## src/rtl/johnson_pkg.sv

```systemverilog
// Shared types and helpers for Johnson-counter consumers.
//   fsm_state_e  : lock supervisor states (ACQUIRE, LOCKED, FAULT)
//   step_class_e : classification of one sample against the previous one
//   jc_states()  : number of distinct states of a W-bit Johnson counter
package johnson_pkg;

  typedef enum logic [1:0] {
    ACQUIRE = 2'd0,
    LOCKED  = 2'd1,
    FAULT   = 2'd2
  } fsm_state_e;

  typedef enum logic [1:0] {
    HOLD     = 2'd0,
    ADVANCE  = 2'd1,
    BAD_STEP = 2'd2,
    BAD_CODE = 2'd3
  } step_class_e;

  function automatic int jc_states(input int w);
    return 2 * w;
  endfunction

endpackage

```

## src/rtl/johnson_phase_decoder_if.sv

```systemverilog
// Bus between a Johnson counter (master side) and the phase decoder (slave side).
//   jc_in      : Johnson code from the counter
//   phase      : one-hot phase, 2*WIDTH bits
//   phase_idx  : binary phase index
//   wrap       : one-cycle pulse on the 2W-1 -> 0 step
//   period_cnt : number of completed periods (modulo 2^PCNT_W)
//   locked     : supervisor is in LOCKED
//   err        : sticky sequence error
interface johnson_phase_decoder_if
  import johnson_pkg::*;
#(
  parameter int WIDTH  = 4,
  parameter int PCNT_W = 8
);
  localparam int STATES = jc_states(WIDTH);
  localparam int IDX_W  = $clog2(STATES);

  logic [WIDTH-1:0]  jc_in;
  logic [STATES-1:0] phase;
  logic [IDX_W-1:0]  phase_idx;
  logic              wrap;
  logic [PCNT_W-1:0] period_cnt;
  logic              locked;
  logic              err;

  modport master (
    output jc_in,
    input  phase, phase_idx, wrap, period_cnt, locked, err
  );

  modport slave (
    input  jc_in,
    output phase, phase_idx, wrap, period_cnt, locked, err
  );

endinterface

```

## src/rtl/johnson_code_check.sv

```systemverilog
// Combinational legality check and index decode for a WIDTH-bit Johnson code.
//   code  : Johnson code to inspect
//   legal : 1 when code is one of the 2*WIDTH reachable states
//   idx   : state index 0..2*WIDTH-1 (0 when illegal)
// Legal codes are either a run of ones from the LSB (first half period, idx =
// popcount) or a run of zeros from the LSB with the MSB set (second half,
// idx = 2W - popcount). All-ones matches the first form and decodes to W.
module johnson_code_check
  import johnson_pkg::*;
#(
  parameter int  WIDTH = 4,
  localparam int IDX_W = $clog2(jc_states(WIDTH))
) (
  input  logic [WIDTH-1:0] code,
  output logic             legal,
  output logic [IDX_W-1:0] idx
);

  logic [IDX_W-1:0] ones;
  logic [WIDTH-1:0] code_inv;
  logic             lo_run;
  logic             hi_run;

  always_comb begin
    ones = '0;
    for (int i = 0; i < WIDTH; i++) begin
      ones = ones + IDX_W'(code[i]);
    end
  end

  assign code_inv = ~code;

  // x & (x+1) clears the lowest run of ones; zero result means the ones
  // (if any) were one contiguous run starting at the LSB.
  assign lo_run = ((code & (code + WIDTH'(1))) == '0);
  assign hi_run = code[WIDTH-1] && ((code_inv & (code_inv + WIDTH'(1))) == '0);

  always_comb begin
    // NOTE: every output gets a default before any branch, so no path leaves
    // it unassigned and no latch is inferred.
    legal = 1'b0;
    idx   = '0;
    if (lo_run) begin
      legal = 1'b1;
      idx   = ones;
    end else if (hi_run) begin
      legal = 1'b1;
      idx   = IDX_W'(jc_states(WIDTH) - int'(ones));
    end
  end

endmodule

```

## src/rtl/johnson_phase_decoder.sv

```systemverilog
// Johnson counter phase decoder and sequence supervisor.
//   clk   : rising-edge clock shared with the counter
//   reset : synchronous active-low reset
//   bus   : slave side of johnson_phase_decoder_if (jc_in in; phase,
//           phase_idx, wrap, period_cnt, locked, err out)
// jc_in is registered (cur); the sample before it is kept as prev. The step
// between them is classified and the outputs are registered, giving two
// clocks of latency from jc_in to phase/phase_idx/wrap/err.
module johnson_phase_decoder
  import johnson_pkg::*;
#(
  parameter int WIDTH    = 4,
  parameter int LOCK_CNT = 4,
  parameter int PCNT_W   = 8
) (
  input  logic                   clk,
  input  logic                   reset,
  johnson_phase_decoder_if.slave bus
);

  localparam int STATES = jc_states(WIDTH);
  localparam int IDX_W  = $clog2(STATES);
  localparam int RUN_W  = 4;
  localparam logic [IDX_W-1:0] LAST_IDX = IDX_W'(STATES - 1);

  // Input stage
  logic [WIDTH-1:0]  cur_q;
  logic              cur_vld_q;
  logic [IDX_W-1:0]  prev_idx_q;
  logic              prev_vld_q;

  // Decode / classification
  logic              cur_legal;
  logic [IDX_W-1:0]  cur_idx;
  logic [IDX_W-1:0]  adv_idx;
  step_class_e       step;

  // Supervisor
  fsm_state_e        state_q, state_d;
  logic [RUN_W-1:0]  adv_run_q, adv_run_d;
  logic              locked_o;
  logic              err_set;
  logic              wrap_set;

  // Output registers
  logic [STATES-1:0] phase_q;
  logic [IDX_W-1:0]  idx_q;
  logic              wrap_q;
  logic [PCNT_W-1:0] pcnt_q;
  logic              err_q;

  johnson_code_check #(.WIDTH(WIDTH)) u_code_check (
    .code  (cur_q),
    .legal (cur_legal),
    .idx   (cur_idx)
  );

  assign adv_idx = (prev_idx_q == LAST_IDX) ? '0 : prev_idx_q + IDX_W'(1);

  // With no valid prev (first sample after reset or after an illegal code)
  // a legal code is treated as HOLD: accepted, but it cannot advance.
  always_comb begin
    step = HOLD;
    if (!cur_legal) begin
      step = BAD_CODE;
    end else if (prev_vld_q && (cur_idx != prev_idx_q)) begin
      step = (cur_idx == adv_idx) ? ADVANCE : BAD_STEP;
    end
  end

  // FSM: state register
  always_ff @(posedge clk) begin
    // NOTE: reset is sampled at the clock edge only, and all sequential
    // state uses non-blocking assignments so every register sees pre-edge
    // values regardless of block ordering.
    if (!reset) begin
      state_q   <= ACQUIRE;
      adv_run_q <= '0;
    end else begin
      state_q   <= state_d;
      adv_run_q <= adv_run_d;
    end
  end

  // FSM: next state; nothing moves until cur holds a real sample.
  always_comb begin
    state_d   = state_q;
    adv_run_d = adv_run_q;
    if (cur_vld_q) begin
      unique case (state_q)
        ACQUIRE: begin
          if (step == ADVANCE) begin
            adv_run_d = adv_run_q + RUN_W'(1);
            if (adv_run_d == RUN_W'(LOCK_CNT)) state_d = LOCKED;
          end else if (step == BAD_CODE || step == BAD_STEP) begin
            adv_run_d = '0;
          end
        end
        LOCKED: begin
          if (step == BAD_CODE || step == BAD_STEP) begin
            state_d   = FAULT;
            adv_run_d = '0;
          end
        end
        FAULT: begin
          if (step != BAD_CODE) begin
            state_d   = ACQUIRE;
            adv_run_d = '0;
          end
        end
        default: begin
          state_d   = ACQUIRE;
          adv_run_d = '0;
        end
      endcase
    end
  end

  // FSM: outputs. An illegal code is always an error; a bad step only
  // counts as one once the sequence has been locked.
  always_comb begin
    locked_o = (state_q == LOCKED);
    err_set  = cur_vld_q &&
               ((step == BAD_CODE) || ((state_q == LOCKED) && (step == BAD_STEP)));
    wrap_set = cur_vld_q && (step == ADVANCE) && (prev_idx_q == LAST_IDX);
  end

  // Input, prev and output registers
  always_ff @(posedge clk) begin
    if (!reset) begin
      cur_q      <= '0;
      cur_vld_q  <= 1'b0;
      prev_idx_q <= '0;
      prev_vld_q <= 1'b0;
      phase_q    <= STATES'(1);
      idx_q      <= '0;
      wrap_q     <= 1'b0;
      pcnt_q     <= '0;
      err_q      <= 1'b0;
    end else begin
      cur_q      <= bus.jc_in;
      cur_vld_q  <= 1'b1;
      prev_idx_q <= cur_idx;
      prev_vld_q <= cur_vld_q && cur_legal;
      wrap_q     <= wrap_set;
      if (wrap_set) pcnt_q <= pcnt_q + PCNT_W'(1);
      // Illegal codes leave the phase outputs on the last legal state.
      if (cur_vld_q && cur_legal) begin
        idx_q   <= cur_idx;
        phase_q <= STATES'(1) << cur_idx;
      end
      if (err_set) err_q <= 1'b1;
    end
  end

  assign bus.phase      = phase_q;
  assign bus.phase_idx  = idx_q;
  assign bus.wrap       = wrap_q;
  assign bus.period_cnt = pcnt_q;
  assign bus.locked     = locked_o;
  assign bus.err        = err_q;

endmodule

```

## src/flat_wrapper.sv

```systemverilog
// flat-port wrapper written by rule: the top's interface ports become plain ports
module johnson_phase_decoder_flat import johnson_pkg::*;
#(
  parameter int WIDTH    = 4,
  parameter int LOCK_CNT = 4,
  parameter int PCNT_W   = 8
)
  (clk, reset, bus_jc_in, bus_phase, bus_phase_idx, bus_wrap, bus_period_cnt, bus_locked, bus_err);
  johnson_phase_decoder_if #(.WIDTH(WIDTH), .PCNT_W(PCNT_W)) bus_i ();
  input  logic clk;
  input  logic reset;
  input wire logic [$bits(bus_i.jc_in)-1:0] bus_jc_in;
  output wire logic [$bits(bus_i.phase)-1:0] bus_phase;
  output wire logic [$bits(bus_i.phase_idx)-1:0] bus_phase_idx;
  output wire logic [$bits(bus_i.wrap)-1:0] bus_wrap;
  output wire logic [$bits(bus_i.period_cnt)-1:0] bus_period_cnt;
  output wire logic [$bits(bus_i.locked)-1:0] bus_locked;
  output wire logic [$bits(bus_i.err)-1:0] bus_err;
  assign bus_i.jc_in = bus_jc_in;
  assign bus_phase = bus_i.phase;
  assign bus_phase_idx = bus_i.phase_idx;
  assign bus_wrap = bus_i.wrap;
  assign bus_period_cnt = bus_i.period_cnt;
  assign bus_locked = bus_i.locked;
  assign bus_err = bus_i.err;
  johnson_phase_decoder #(.WIDTH(WIDTH), .LOCK_CNT(LOCK_CNT), .PCNT_W(PCNT_W)) u_core (.clk(clk), .reset(reset), .bus(bus_i));
endmodule
```

## config.mk

```make
export PLATFORM = sky130hd
export DESIGN_NAME = johnson_phase_decoder_flat
export DESIGN_NICKNAME = d
export VERILOG_FILES = /design/src/rtl/johnson_pkg.sv /design/src/rtl/johnson_phase_decoder_if.sv /design/src/rtl/johnson_code_check.sv /design/src/rtl/johnson_phase_decoder.sv /design/src/flat_wrapper.sv
export SDC_FILE = /design/constraint.sdc
export NUM_CORES = 1
export LEC_CHECK = 0
export BUFFER_PORTS_ARGS = -buffer_cell sky130_fd_sc_hd__buf_4
export CORE_MARGIN = 1.5
export CORE_UTILIZATION = 40
export CTS_CLUSTER_DIAMETER = 60
export DETAILED_ROUTE_END_ITERATION = 8
export PLACE_DENSITY = 0.59
export SLEW_MARGIN = 15
export SYNTH_ARGS = -nofsm -noshare
export SYNTH_HDL_FRONTEND = slang
export SYNTH_SLANG_ARGS = --single-unit
```

## constraint.sdc

```tcl
create_clock -name clk -period 8 [get_ports clk]
set_input_delay 0.8 -clock clk [delete_from_list [all_inputs] [get_ports clk]]
set_output_delay 0.8 -clock clk [all_outputs]
set_load 0.02 [all_outputs]
```

==> flow_summary.ini, run 1 <==
[run_status]
status = complete, no violations

[die]
dieHeight_um = 72.2
initial_core_util_pct = 41.2
core_region_area_um2 = 4660
rows = 25
io_pins = 28
fp.dieW_um = 72.2
dieArea_um2 = 5220

[setup_path]
startpoint = u_core.cur_q[0]
reg2regPathDepth = 13
critPathRequiredTime_ns = 8.19
startpoint_type = flip-flop
end_kind = flip-flop
critical_path_class = flip-flop to flip-flop
timing.rr.end = u_core.state_q[1]
crit_arrival_ns = 4.27
r2r-start = u_core.cur_q[0]
worstPathMaxFanout = 19
regToRegSetupSlack_ns = 3.92

[clock_network]
cts_buffers = 5
htree_levels = 2
clk_latency_ns = 0.29
numClockSinks = 36
clock_path_buffers = 2
clock-root-buffer = clkbuf_8
cts_tree = built
cts_setup_buffers = 0
cts.clk_slew.worst_paths_ns = 0.08
post_cts_resized = 0
hold_buffers = 0

[power]
p_seq_share_pct = 44.8
internal-power_w = 0.000300
clkPwrFrac_pct = 38.6
p_switching_w = 0.000120
p_leak_nw = 0.897
power_density_nw_per_um2 = 186
ir_worst_vdd_mv = 0.124
power_w = 0.000420
switching_share_pct = 28.5
power_frac_comb_pct = 16.6

[cells_and_area]
fin_nets = 252
final_util_pct = 48.5
synthToLayoutAreaGrowth_pct = 17.9
layout_commonest_cell = dfxtp_1
drive_gt1_share_pct = 20.9
num_antenna_cells = 0
final_cell_mix = 36 x dfxtp_1, 27 x buf_4, 25 x nor2_1, 12 x inv_1, 12 x nand2_1

[logic_synthesis]
synth_cell_type_count = 51
synth_area_um2 = 1920
synth_seq_cells = 36
synth_edf_count = 0
avgSynthCellArea_um2 = 9.27
ys.flop_type = dfxtp_1
synthCells = 207
synth_nets = 225
ys_async_sr_fraction_pct = 0
ys_seq_area_share_pct = 37.6
yosys_warnings = 0

[global_route]
overflow = 0
grtUsageTotal_pct = 16.9
grt_max_degree = 25
grt_pass1_wl_um = 6950
grt_pass1_vias = 1444
antenna_found_initial = 0

[drt]
route.detailed.drc = 0
route.vias.total = 1619
initialDrtViolationCount = 69
wl_met2_um = 1830
wl_met3_um = 166
drt_pass1_iterations = 4
post_drt_wl_per_cell_um = 14.2
wl_met1_um = 2040
wl_um = 4100
ant_nets = 0
top_layer = met4
viasPerCell = 5.60

[timing]
relSlewSlack_pct = 41.0
finalHoldViolations = 0
period_minus_slack_ns = 4.08
clock_skew_ns = 0.00513
setup_tns_ns = 0
setup-violations-final = 0
timing.final.crit_share_pct = 51.0
max_freq_mhz = 245
holdWs_ns = 0.485
drv_slew = 0
rsz0062_at_grt = no
worst_pin_slew_ns = 0.862
fin_ws_ns = 3.92

[place]
dp_hpwl_um = 2820
port_buffers = 27
dp_slack_ns = 3.89
place_congestion = 0.815

[min_path]
holdCritPathClass = flip-flop to flip-flop
whs_path_depth = 2
min-delay-start = u_core.bus.period_cnt[5]
whs_endpoint = u_core.bus.period_cnt[5]

[run]
drv_cap = 0
logic make-up (layout without fill, tap and decap cells):
| kind of cell | Yosys count | after routing | synth area share, % |
|---|---|---|---|
| simple gates | 78 | 78 | 21.1 |
| mux | 2 | 2 | 1.04 |
| flops | 36 | 36 | 37.6 |
| buf+inv | 19 | 47 | 4.31 |
| compound gates | 53 | 53 | 24.6 |
| fa+ha+maj | 12 | 12 | 8.22 |
| xor+xnor | 7 | 7 | 3.20 |
state kept, by name, indices dropped and copies added, names as in the netlist:
name                   flops
u_core.prev_idx_q          3
u_core.state_q             2
u_core.bus.phase_idx       3
u_core.bus.period_cnt      8
u_core.prev_vld_q          1
u_core.bus.err             1
u_core.adv_run_q           4
u_core.bus.wrap            1
u_core.bus.phase           8
u_core.cur_vld_q           1
u_core.cur_q               4
per-layer routing:
layer	global-route usage, %	up-vias
met5	0	-
met2	25.5	28
met4	5.66	0
met1	23.2	765
met3	4.72	5
li1	-	821
power groups by stage:
stage                     clock, W  sequential, W  combinational [W]
after floorplan                  0       0.000194          0.0000500
after global placement           0       0.000193          0.0000688
after detailed placement         0       0.000193          0.0000688
after CTS                 0.000165       0.000188          0.0000693
after global routing      0.000174       0.000189          0.0000769
final                     0.000162       0.000188          0.0000696
synthesized netlist by cell type, types with 2 or more instances:
cell type | count | area (um2)
a211oi_1 | 2 | 15.0
a41oi_1 | 2 | 17.5
o41ai_2 | 2 | 32.5
nand3_1 | 5 | 25.0
a2111oi_0 | 2 | 17.5
ha_1 | 11 | 138
o311ai_0 | 2 | 17.5
and2_1 | 5 | 31.3
o31a_1 | 2 | 17.5
and3_1 | 3 | 18.8
nand2b_1 | 8 | 50.1
o41ai_1 | 4 | 35.0
clkbuf_1 | 5 | 18.8
a21oi_1 | 10 | 50.1
nor2b_1 | 2 | 12.5
dfxtp_1 | 36 | 721
xnor2_1 | 6 | 52.6
o21ai_0 | 4 | 20.0
nor2_1 | 25 | 93.8
o21ai_1 | 2 | 10.0
o311ai_2 | 2 | 32.5
a32oi_1 | 2 | 17.5
inv_1 | 12 | 45.0
nand2_1 | 12 | 45.0
mux2i_1 | 2 | 20.0
a22oi_1 | 6 | 45.0
nor3_1 | 4 | 20.0
nor4_1 | 4 | 25.0
nand4_1 | 3 | 18.8
worst max path at each step:
stage | endpoint | slack (ns)
2_1_floorplan | u_core.bus.period_cnt[6] | 4.32
3_3_place_gp | u_core.state_q[1] | 4.02
3_5_place_dp | u_core.state_q[1] | 3.89
4_1_cts | u_core.state_q[1] | 3.90
5_1_grt | u_core.adv_run_q[0] | 3.60
6_report | u_core.state_q[1] | 3.92
per-stage QoR:
step / std cells / area, um2
after floorplan: 207 / 1920
after global placement: 281 / 2150
after detailed placement: 281 / 2150
after CTS: 289 / 2260
after global routing: 289 / 2260
final: 289 / 2260
cell type report:
class,count,area [um2]
Clock buffer,5,68.8
Inverter,12,45.0
Timing Repair Buffer,27,203
Multi-Input combinational cell,152,1110
Sequential cell,36,721
Fill cell,467,2400
Tap cell,54,67.6
Clock inverter,3,42.5
critical path, stage by stage (launching register included):
cell      delay, ns
dfxtp_1        0.40
inv_1          0.12
fa_1           0.54
inv_1          0.05
ha_1           0.19
ha_1           0.27
inv_1          0.04
ha_1           0.20
nor4_1         0.46
a221oi_4       0.15
xnor2_1        0.22
o31ai_4        0.70
o21ai_1        0.32
a31o_2         0.31
Power figures use the tool's default switching activity.
==> inputs of run 2 (changes only) <==
clock period = 4 ns   (was 8 ns; I/O delays follow)
==> run 2 against run 1 <==
Net effect:
- sequential share of layout area is 0.67 points lower
- critical path depth is 1 lower
- worst hold slack worse by 0.18 ns
- critical path type unchanged
==> flow_summary.ini, run 2 (synthesis results as in run 1) <==
[cells_and_area]
layout_commonest_cell = dfxtp_1
fin_nets = 258
drive_gt1_share_pct = 22.8
final_cells = 295
num_antenna_cells = 0
fill_cells = 455
fin_area_um2 = 2310
final_cell_mix = 36 x dfxtp_1, 33 x buf_4, 25 x nor2_1, 12 x inv_1, 12 x nand2_1
synthToLayoutAreaGrowth_pct = 20.5

[drt]
ant_nets = 0
post_drt_wl_per_cell_um = 14.2
route.detailed.drc = 0
wl_um = 4200
initialDrtViolationCount = 137
drt_pass1_iterations = 4
route.vias.total = 1645
viasPerCell = 5.58

[timing]
timing.final.crit_share_pct = 93.3
clock_skew_ns = 0.00817
drv_slew = 0
worst_pin_slew_ns = 0.709
setup-violations-final = 0
period_minus_slack_ns = 3.73
finalHoldViolations = 0
setup_tns_ns = 0
relSlewSlack_pct = 52.7
max_freq_mhz = 268
rsz0062_at_grt = no

[run_status]
status = complete, no violations

[setup_path]
end_kind = flip-flop
worstPathMaxFanout = 14
critical_path_class = flip-flop to flip-flop
crit_arrival_ns = 3.96
critPathRequiredTime_ns = 4.22
startpoint_type = flip-flop

[place]
place_congestion = 0.800
port_buffers = 27
dp_hpwl_um = 2870
place_area_um2 = 2200
dp_cells = 287

[clock_network]
clock_path_buffers = 2
cts.clk_slew.worst_paths_ns = 0.08
hold_buffers = 0
cts_tree = built
numClockSinks = 36
clk_latency_ns = 0.29
cts_buffers = 5
clock-root-buffer = clkbuf_8
htree_levels = 2

[min_path]
holdCritPathClass = input port to flip-flop

[die]
dieArea_um2 = 5220
core_region_area_um2 = 4660
fp.dieW_um = 72.2
io_pins = 28
initial_core_util_pct = 41.2
rows = 25
dieHeight_um = 72.2

[global_route]
grt_pass1_vias = 1445
overflow = 0
grt_pass1_wl_um = 6930
grt_use_met2_pct = 23.1
grt_max_degree = 25
grtUsageTotal_pct = 17.0
use_met3_pct = 4.86
grtUsageMet1_pct = 25.3
antenna_found_initial = 0
grt-busiest-layer = met1

[run]
drv_cap = 0

[power]
ir_worst_vdd_mv = 0.191
p_leak_nw = 0.929
power_density_nw_per_um2 = 366
-- run 2: what timing repair did --
item / in CTS / in global routing
gates resized for setup: 0 / 2
endpoints found under the hold margin: 0 / 0
endpoints found under the setup margin: 0 / 3
buffers inserted: 0 / 0
-- run 2: area by class of cell --
cell class              instances  area, um2  area share, %
repair buffers                 33        248           10.7
flip-flops and latches         36        721           31.2
clock buffers                   6       72.6           3.14
well taps                      54       67.6           2.92
clock inverters                 2       35.0           1.52
multi-input cells             152       1120           48.6
inverters                      12       45.0           1.95
-- run 2: per-layer routing --
layer,wire length [um],vias to the layer above
met4,70,0
met1,2190,782
met2,1790,26
met3,152,6
met5,0,-
li1,-,831
-- run 2: final timing paths --
path,slack [ns],depth (start not counted),to,startpoint
hold reg to reg,0.48,2,u_core.bus.period_cnt[5],u_core.bus.period_cnt[5]
hold / removal,0.31,2,u_core.cur_q[1],bus_jc_in[1]
setup / recovery,0.27,12,u_core.bus.period_cnt[5],u_core.cur_q[0]
setup reg to reg,0.27,12,u_core.bus.period_cnt[5],u_core.cur_q[0]
-- run 2: critical path: stages, from the launching register on --
cell and delay [ns]:
dfxtp_1 0.39, inv_1 0.11, fa_1 0.55, inv_1 0.04, ha_1 0.18, ha_1 0.27
inv_1 0.05, ha_1 0.32, a31oi_4 0.31, xnor2_1 0.22, or4b_4 0.69, nor4_1 0.33
mux2i_1 0.21
-- run 2: stage by stage --
stage / util (%) / power [W] / hold slack (ns) / setup WS (ns)
global route: 49.6 / 0.000888 / 0.294 / 0.00693
finish: 49.6 / 0.000846 / 0.310 / 0.268
CTS: 49.4 / 0.000856 / 0.299 / 0.167
floorplan: - / 0.000489 / 0.428 / 0.323
detailed placement: 47.1 / 0.000534 / 0.467 / 0.178
global placement: 47.1 / 0.000533 / 0.464 / 0.270
-- run 2: report_power, final --
group / switching (W) / total, W / internal [W]
logic: 0.0000947 / 0.000150 / 0.0000557
clock network: 0.000134 / 0.000319 / 0.000185
registers: 0.00000824 / 0.000376 / 0.000368
==> inputs of run 3 (changes only) <==
--- a/config.mk
+++ b/config.mk
@@ -9,6 +9,6 @@
 export CORE_MARGIN = 1.5
-export CORE_UTILIZATION = 40
+export CORE_UTILIZATION = 33
 export CTS_CLUSTER_DIAMETER = 60
 export DETAILED_ROUTE_END_ITERATION = 8
-export PLACE_DENSITY = 0.59
+export PLACE_DENSITY = 0.51
 export SLEW_MARGIN = 15
==> constraint.sdc (replaced) <==
create_clock -name clk -period 4 [get_ports clk]
set_input_delay 0.8 -clock clk [delete_from_list [all_inputs] [get_ports clk]]
set_output_delay 0.8 -clock clk [all_outputs]
set_load 0.02 [all_outputs]
==> run 3 against run 2 <==
Net effect:
- die area up 20%
- combinational power barely moved
- setup slack worse by 0.035 ns
- sequential power about the same
- power is 0.82% higher
- final cell count up 6.1%
- clock power up 2%
- core utilization down 7.5 points
==> flow_summary.ini, run 3 (synthesis results as in run 1) <==
[cells_and_area]
fin_nets = 258
final_cell_mix = 36 x dfxtp_1, 33 x buf_4, 25 x nor2_1, 12 x inv_1, 12 x nand2_1
drive_gt1_share_pct = 23.7
layout_commonest_cell = dfxtp_1
synthToLayoutAreaGrowth_pct = 22.2
num_antenna_cells = 0

[drt]
drt_pass1_iterations = 4
initialDrtViolationCount = 77
ant_nets = 0
route.detailed.drc = 0
wl_um = 4420
viasPerCell = 5.19
post_drt_wl_per_cell_um = 14.1
route.vias.total = 1624

[setup_path]
worstPathMaxFanout = 14
critical_path_class = flip-flop to flip-flop
cpMaxStageDelayCell = or4b_4
crit_arrival_ns = 3.93
critPathRequiredTime_ns = 4.17
regToRegSetupSlack_ns = 0.23
crit_family = adder cells
reg2regPathDepth = 13
r2r-start = u_core.cur_q[0]
end_kind = flip-flop
path_buf_inv = 3
cp_cell_sequence = inv_1 > fa_1 > inv_1 > ha_1 > ha_1 > inv_1 > ha_1 > and2_1 > a221oi_4 > xnor2_1 > or4b_4 > o311ai_2 > o41ai_2
startpoint_type = flip-flop
timing.rr.end = u_core.bus.period_cnt[6]
max_stage_delay_ns = 0.63

[min_path]
whs_endpoint = u_core.bus.phase[0]
min-delay-start = u_core.bus.phase[0]
whs_path_depth = 2
holdCritPathClass = flip-flop to flip-flop

[clock_network]
hold_buffers = 0
cts_tree = built
cts_buffers = 5
htree_levels = 2
clock-root-buffer = clkbuf_8
numClockSinks = 36
clk_latency_ns = 0.29
clock_path_buffers = 2
cts.clk_slew.worst_paths_ns = 0.08
cts_setup_buffers = 0
post_cts_resized = 0

[timing]
setup_tns_ns = 0
setup-violations-final = 0
holdWs_ns = 0.479
rsz0062_at_grt = yes
relSlewSlack_pct = 52.5
clock_skew_ns = 0.00363
worst_pin_slew_ns = 0.711
max_freq_mhz = 265
period_minus_slack_ns = 3.77
timing.final.crit_share_pct = 94.2
drv_slew = 0
finalHoldViolations = 0

[place]
dp_hpwl_um = 3050
port_buffers = 27
place_congestion = 0.824

[power]
internal-power_w = 0.000609
ir_worst_vdd_mv = 0.148
clkPwrFrac_pct = 38.0
power_frac_comb_pct = 17.8
power_density_nw_per_um2 = 364
switching_share_pct = 28.6
p_leak_nw = 0.927
p_switching_w = 0.000244
p_seq_share_pct = 44.2

[global_route]
grt_pass1_vias = 1594
grt_max_degree = 25
grt_pass1_wl_um = 7840
grtUsageTotal_pct = 15.8
antenna_found_initial = 0
overflow = 0

[die]
core_region_area_um2 = 5570
io_pins = 28
dieArea_um2 = 6280
fp.dieW_um = 79.2
initial_core_util_pct = 34.4
dieHeight_um = 79.2
rows = 27

[run_status]
status = complete, no violations

[run]
drv_cap = 0
run 3: cell count changes in the layout (fill, tap and decap cells not counted), sizes merged:
cell,change
clkbuf,-1
clkinvlp,+1
run 3: metrics by stage:
stage	total power [W]	instance area, um2	setup WS (ns)	utilization, %	std cells
after global placement	0.000536	2220	0.205	39.8	305
final	0.000852	2340	0.233	42.0	313
after floorplan	0.000489	1920	0.323	-	207
after global routing	0.000901	2340	-0.0127	42.0	313
after CTS	0.000864	2330	0.125	41.8	313
after detailed placement	0.000535	2220	0.141	39.8	305
run 3: worst max path at each step:
| stage | startpoint | slack (ns) | endpoint | depth (start not counted) |
|---|---|---|---|---|
| after global placement | u_core.cur_q[0] | 0.21 | u_core.bus.period_cnt[5] | 13 |
| final | u_core.cur_q[0] | 0.23 | u_core.bus.period_cnt[6] | 13 |
| after global routing | u_core.cur_q[0] | -0.01 | u_core.bus.period_cnt[3] | 13 |
| after detailed placement | u_core.cur_q[0] | 0.14 | u_core.bus.period_cnt[4] | 13 |
| after CTS | u_core.cur_q[0] | 0.12 | u_core.bus.period_cnt[4] | 13 |
| after floorplan | u_core.cur_q[0] | 0.32 | u_core.bus.period_cnt[6] | 13 |
run 3: worst reg2reg max path, stage by stage (launching register included):
cell      delay, ns
dfxtp_1        0.40
inv_1          0.11
fa_1           0.54
inv_1          0.04
ha_1           0.19
ha_1           0.27
inv_1          0.05
ha_1           0.22
and2_1         0.17
a221oi_4       0.39
xnor2_1        0.20
or4b_4         0.63
o311ai_2       0.32
o41ai_2        0.12
run 3: cell type report:
class,count,area (um2)
Fill cell,579,3230
Multi-Input combinational cell,152,1130
Sequential cell,36,721
Timing Repair Buffer,33,248
Tap cell,72,90.1
Clock buffer,5,68.8
Inverter,12,45.0
Clock inverter,3,42.5
run 3: metal layers:
metal	GRT usage, %	vias to the layer above	wire, um
li1	-	832	-
met1	22.6	770	2360
met2	23.4	20	1920
met3	3.45	2	107
met4	4.74	0	36
met5	0	-	0
run 3: power by group through the flow:
stage | Clock [W] | Sequential [W] | Combinational [W]
6_report | 0.000324 | 0.000377 | 0.000152
3_3_place_gp | 0 | 0.000385 | 0.000151
5_1_grt | 0.000352 | 0.000378 | 0.000170
3_5_place_dp | 0 | 0.000385 | 0.000150
4_1_cts | 0.000336 | 0.000377 | 0.000150
2_1_floorplan | 0 | 0.000389 | 0.000100
